$ cat src/rtl/ecg_window_feeder_if.sv
// Stream-in / window-out bundle between the sample source, ecg_window_feeder and the node layer.
// The slave modport is the feeder side; the master modport drives samples and reads windows.
interface ecg_window_feeder_if #(
    parameter int DEPTH = 30
);
    logic               frame_start;
    logic [7:0]         din;
    logic               din_valid;
    logic               din_ready;
    logic [8*DEPTH-1:0] win_out;
    logic               win_valid;
    logic [15:0]        win_idx;
    logic               res_valid;
    logic [15:0]        res_idx;

    modport master (
        output frame_start, din, din_valid,
        input  din_ready, win_out, win_valid, win_idx, res_valid, res_idx
    );

    modport slave (
        input  frame_start, din, din_valid,
        output din_ready, win_out, win_valid, win_idx, res_valid, res_idx
    );
endinterface

$ cat src/rtl/ecg_window_feeder.sv
// Serial 8-bit sample stream to DEPTH-wide sliding window for the node layer, with window/result strobes.
// Optional build macro ECG_WIN_ZERO_PAD_EN: emit zero-padded windows every STRIDE accepts while filling.
module ecg_window_feeder #(
    parameter int DEPTH   = 30,
    parameter int STRIDE  = 1,
    parameter int LATENCY = 3
) (
    input  logic               clk,
    input  logic               reset,
    ecg_window_feeder_if.slave bus
);
    localparam int FW = $clog2(DEPTH + 1);
    localparam int SW = $clog2(STRIDE + 1);

    typedef enum logic [1:0] {
        IDLE,
        FILL,
        RUN
    } state_e;

    state_e             state_q, state_d;
    logic [8*DEPTH-1:0] win_q, win_d;
    logic [FW-1:0]      fill_cnt_q, fill_cnt_d;
    logic [SW-1:0]      stride_cnt_q, stride_cnt_d;
    logic [15:0]        win_idx_q, win_idx_d;
    logic               win_valid_q, win_valid_d;
    logic               din_ready_q;
    logic               res_valid_q [LATENCY];
    logic [15:0]        res_idx_q   [LATENCY];

    logic accept;
    assign accept = bus.din_valid & din_ready_q;

    always_comb begin
        // NOTE: every next-state value is defaulted first, so no branch can leave one unassigned and infer a latch.
        state_d      = state_q;
        win_d        = win_q;
        fill_cnt_d   = fill_cnt_q;
        stride_cnt_d = stride_cnt_q;
        win_idx_d    = win_valid_q ? win_idx_q + 16'd1 : win_idx_q;
        win_valid_d  = 1'b0;

        // A new frame clears first; a sample accepted in the same cycle then lands on the cleared window.
        if (bus.frame_start) begin
            state_d      = FILL;
            win_d        = '0;
            fill_cnt_d   = '0;
            stride_cnt_d = '0;
            win_idx_d    = '0;
        end

        if (accept) begin
            win_d = {bus.din, win_d[8*DEPTH-1:8]};
            if (state_d == FILL) begin
                fill_cnt_d = fill_cnt_d + FW'(1);
                if (fill_cnt_d == FW'(DEPTH)) begin
                    state_d      = RUN;
                    stride_cnt_d = '0;
                    win_valid_d  = 1'b1;
                end
`ifdef ECG_WIN_ZERO_PAD_EN
                else if (stride_cnt_d == SW'(STRIDE - 1)) begin
                    stride_cnt_d = '0;
                    win_valid_d  = 1'b1;
                end else begin
                    stride_cnt_d = stride_cnt_d + SW'(1);
                end
`endif
            end else if (stride_cnt_d == SW'(STRIDE - 1)) begin
                stride_cnt_d = '0;
                win_valid_d  = 1'b1;
            end else begin
                stride_cnt_d = stride_cnt_d + SW'(1);
            end
        end
    end

    // NOTE: state uses non-blocking assignments so every flop samples pre-edge values regardless of statement order.
    always_ff @(posedge clk or posedge reset) begin
        if (reset) begin
            state_q      <= IDLE;
            din_ready_q  <= 1'b0;
            win_q        <= '0;
            fill_cnt_q   <= '0;
            stride_cnt_q <= '0;
            win_idx_q    <= '0;
            win_valid_q  <= 1'b0;
            // NOTE: the delay line is reset as well, so results in flight are dropped rather than emitted later.
            for (int i = 0; i < LATENCY; i++) begin
                res_valid_q[i] <= 1'b0;
                res_idx_q[i]   <= '0;
            end
        end else begin
            state_q        <= state_d;
            din_ready_q    <= (state_d != IDLE);
            win_q          <= win_d;
            fill_cnt_q     <= fill_cnt_d;
            stride_cnt_q   <= stride_cnt_d;
            win_idx_q      <= win_idx_d;
            win_valid_q    <= win_valid_d;
            res_valid_q[0] <= win_valid_q;
            res_idx_q[0]   <= win_idx_q;
            for (int i = 1; i < LATENCY; i++) begin
                res_valid_q[i] <= res_valid_q[i-1];
                res_idx_q[i]   <= res_idx_q[i-1];
            end
        end
    end

    assign bus.din_ready = din_ready_q;
    assign bus.win_out   = win_q;
    assign bus.win_valid = win_valid_q;
    assign bus.win_idx   = win_idx_q;
    assign bus.res_valid = res_valid_q[LATENCY-1];
    assign bus.res_idx   = res_idx_q[LATENCY-1];
endmodule

$ cat src/flat_wrapper.sv
// flat-port wrapper written by rule: the top's interface ports become plain ports
module ecg_window_feeder_flat 
#(
    parameter int DEPTH   = 30,
    parameter int STRIDE  = 1,
    parameter int LATENCY = 3
)
  (clk, reset, bus_frame_start, bus_din, bus_din_valid, bus_din_ready, bus_win_out, bus_win_valid, bus_win_idx, bus_res_valid, bus_res_idx);
  ecg_window_feeder_if #(.DEPTH(DEPTH)) bus_i ();
  input  logic clk;
  input  logic reset;
  input wire logic [$bits(bus_i.frame_start)-1:0] bus_frame_start;
  input wire logic [$bits(bus_i.din)-1:0] bus_din;
  input wire logic [$bits(bus_i.din_valid)-1:0] bus_din_valid;
  output wire logic [$bits(bus_i.din_ready)-1:0] bus_din_ready;
  output wire logic [$bits(bus_i.win_out)-1:0] bus_win_out;
  output wire logic [$bits(bus_i.win_valid)-1:0] bus_win_valid;
  output wire logic [$bits(bus_i.win_idx)-1:0] bus_win_idx;
  output wire logic [$bits(bus_i.res_valid)-1:0] bus_res_valid;
  output wire logic [$bits(bus_i.res_idx)-1:0] bus_res_idx;
  assign bus_i.frame_start = bus_frame_start;
  assign bus_i.din = bus_din;
  assign bus_i.din_valid = bus_din_valid;
  assign bus_din_ready = bus_i.din_ready;
  assign bus_win_out = bus_i.win_out;
  assign bus_win_valid = bus_i.win_valid;
  assign bus_win_idx = bus_i.win_idx;
  assign bus_res_valid = bus_i.res_valid;
  assign bus_res_idx = bus_i.res_idx;
  ecg_window_feeder #(.DEPTH(DEPTH), .STRIDE(STRIDE), .LATENCY(LATENCY)) u_core (.clk(clk), .reset(reset), .bus(bus_i));
endmodule
$ cat config.mk
export PLATFORM = sky130hd
export DESIGN_NAME = ecg_window_feeder_flat
export DESIGN_NICKNAME = d
export VERILOG_FILES = /design/src/rtl/ecg_window_feeder_if.sv /design/src/rtl/ecg_window_feeder.sv /design/src/flat_wrapper.sv
export SDC_FILE = /design/constraint.sdc
export NUM_CORES = 1
export LEC_CHECK = 0
export ABC_CLOCK_PERIOD_IN_PS = 11700
export CAP_MARGIN = 15
export CORE_MARGIN = 3
export CORE_UTILIZATION = 50
export CTS_CLUSTER_DIAMETER = 150
export CTS_CLUSTER_SIZE = 40
export DETAILED_ROUTE_END_ITERATION = 16
export GPL_ROUTABILITY_DRIVEN = 0
export GPL_TIMING_DRIVEN = 0
export HOLD_SLACK_MARGIN = 0.1
export PLACE_DENSITY_LB_ADDON = 0.08
export SLEW_MARGIN = 20
export SYNTH_ARGS = -nofsm -noshare
export SYNTH_HDL_FRONTEND = slang
export SYNTH_SLANG_ARGS = --single-unit
$ cat constraint.sdc
create_clock -name clk -period 11.7 [get_ports clk]
set_input_delay 1.755 -clock clk [delete_from_list [all_inputs] [get_ports clk]]
set_output_delay 1.755 -clock clk [all_outputs]
set_load 0.05 [all_outputs]
==> metrics.txt <==
Power Density between 100 and 150 nW/um2; Global Route Usage Sum 23.79%; worst-path maximum fanout 7; critical path, cell by cell clkdlybuf4s50_1; Synth Cell Area ~12000 um2; CTS root buf clkbuf_16; Slew Limit Fails 0; core outline area 23610 um2; CP Class reg -> out; Place WS 8.184 ns; Num Clock Sinks 317; die height around 160 um; dominant synthesized flop cell dfrtp_1; Leakage 6.533 nW; Synth Register Bits 317; max cap viols 0; setup ws final 8.050 ns; I/O pins roughly 290; Std-Cell Rows 56; delay of the slowest critical-path stage 0.89 ns; Bufs and invs on worst path 1; Worst EP arrival 1.90 ns; Seq/Total Area, Yosys 65.58%; hpwl dp 22530 um; worst-case clock skew 0.01526 ns; initial core utilization 51.22%; Finished Layout Cells about 1800; final WL 31120 um; Clock Path Buffers 3; CP Capture Type output port; port bufs 285; Max-Slew Margin vs Limit 59.28%; fmax 273.9 MHz; leading area contributor after synthesis dfrtp_1; htree depth 1; slowest stage cell, crit path clkdlybuf4s50_1; Util after Layout between 60 and 70%; share of layout cells above drive strength 1 5.882%; area occupied by multi-input gates roughly 3700 um2; Critical Path RT 9.95 ns; FFs w/ async S/R, synth 100.0%; unique cell type count in the Yosys netlist 35; RSZ-0062 raised after global routing no; cts bufs inserted 11; CP top delay family buffers and inverters; Final Net Count 1545; Mapped Nets 1244; ranking of synthesized cells by area dfrtp_1 (66%), nand2_1 (15%), a21oi_1 (9.7%), buf_2 (1.8%), clkbuf_1 (1.2%); vias in the first global route about 9400; Resized Gates After CTS 0; antenna-violating nets left 0; Routed WL per cell 16.83 um; Area Overhead vs Synth 29.95%; Tmin final 3.650 ns; maximum vdd drop 0.1006 mV; Cells after DPL 1837; # DRC 0; startpoint types flip-flop; Final Setup Violations 0; Yosys top cell area share 65.58%; Worst Setup SP u_core.bus.win_idx[2]; worst-margin pin slew 0.6108 ns; Iter 0 DRT Violations about 760; ant diodes 0; Synth Warn # 0; vias approximately 9400; Avg Synthesized Cell Area 9.834 um2; Final Hold Vio Count 0; Initial DRT Pass Iterations 5; Register Area approximately 7900 um2; CTS tree built; fillers 1955; first-pass GRT wire length 50340 um; largest net degree at the start of global routing 107; Commonest cells post-synth nand2_1 (486), dfrtp_1 (317), a21oi_1 (234); post-CTS setup buffer count 0; most frequent cell after synthesis nand2_1; FF-to-FF Start u_core.bus.din_ready; Via density between 5 and 6; initial antenna violation count 0; DIE WIDTH 161.5 um; Clk Latency, worst-skew pair roughly 0.5 ns; Clk pin slew, worst setup/hold paths about 0.14 ns; # hold bufs at CTS 0; GRT Residual Overflow 0; Syn Inst Count 1230; EDFF count, synth 0; period utilisation layout 31.20%; hold crit path type reg -> reg; status finished clean; die area about 26000 um2; hold path start u_core.res_idx_q[18]
[cell families after synthesis]
group,synth area share (%)
xor+xnor,1.231
mux,0.1655
buf+inv,4.200
simple gates,18.36
compound gates,10.25
fa+ha+maj,0.2069
flops,65.58
[metal layers]
metal / up-vias / global-route usage [%] / part of all wire [%]
met2: 256 / 36.84 / 45
met3: 24 / 5.591 / 7.2
met5: - / 0 / 0
met4: 0 / 4.732 / 1.9
li1: 4536 / - / -
met1: 4582 / 34.95 / 45
[path summary, 6_finish.rpt]
path	end	slack, ns	cells past startpoint
setup / recovery	bus_win_idx[2]	8.05	1
hold / removal	u_core.bus.res_idx[2]	0.35	0
setup reg to reg	u_core.bus.win_out[217]	10.01	5
hold reg to reg	u_core.bus.res_idx[2]	0.35	0
max in group asynchronous	u_core.bus.win_out[38]	8.95	4
min in group asynchronous	u_core.res_idx_q[32]	1.63	2
[through the flow]
stage,cell area [um2],TNS (ns),hold WS [ns],power (mW)
5_1_grt,15720,0,0.3687,1.770
6_report,15720,0,0.3487,1.705
3_5_place_dp,15440,0,0.3347,1.244
4_1_cts,15720,0,0.3566,1.724
3_3_place_gp,15350,-802.70,0.3314,1.240
2_1_floorplan,12100,0,0.3312,1.203
[cell type report]
| class | instances | share of cell area (%) |
|---|---|---|
| timing repair buffer | 288 | 18.68 |
| tap | 319 | 2.539 |
| clock inverter | 1 | 0.03184 |
| inverter | 4 | 0.1433 |
| multi-input combinational | 809 | 23.25 |
| clock buffer | 11 | 1.751 |
| sequential | 317 | 50.47 |
| buffer | 100 | 3.136 |
[registers in the layout (all words and copies together) (netlist names)]
register              flops
u_core.bus.win_valid      1
u_core.bus.res_idx       16
u_core.state_q            2
u_core.res_idx_q         32
u_core.bus.res_valid      1
u_core.bus.din_ready      1
u_core.bus.win_idx       16
u_core.stride_cnt_q       1
u_core.res_valid_q        2
u_core.bus.win_out      240
u_core.fill_cnt_q         5
[placed cells by master (no fill, tap or decap), types with 3 or more instances in the layout]
cell,synthesis,final
a21oi_1,234,234
buf_16,0,3
buf_2,43,43
buf_4,17,17
clkbuf_1,40,40
clkbuf_16,0,11
clkdlybuf4s50_1,0,285
dfrtp_1,317,317
inv_1,4,3
nand2_1,486,486
nand3_1,3,3
nand3b_1,9,9
nand4_1,4,4
nor2_1,18,18
nor4_2,6,6
o21ai_0,4,4
or3_1,3,3
xnor2_1,11,11
xor2_1,6,6
[where the power goes]
group / internal, mW / switching, mW
Combinational: 0.0263 / 0.0875
Sequential: 1.10 / 0.00573
Clock: 0.173 / 0.310
Total: 1.30 / 0.404
(Power assumes the default switching activity.)
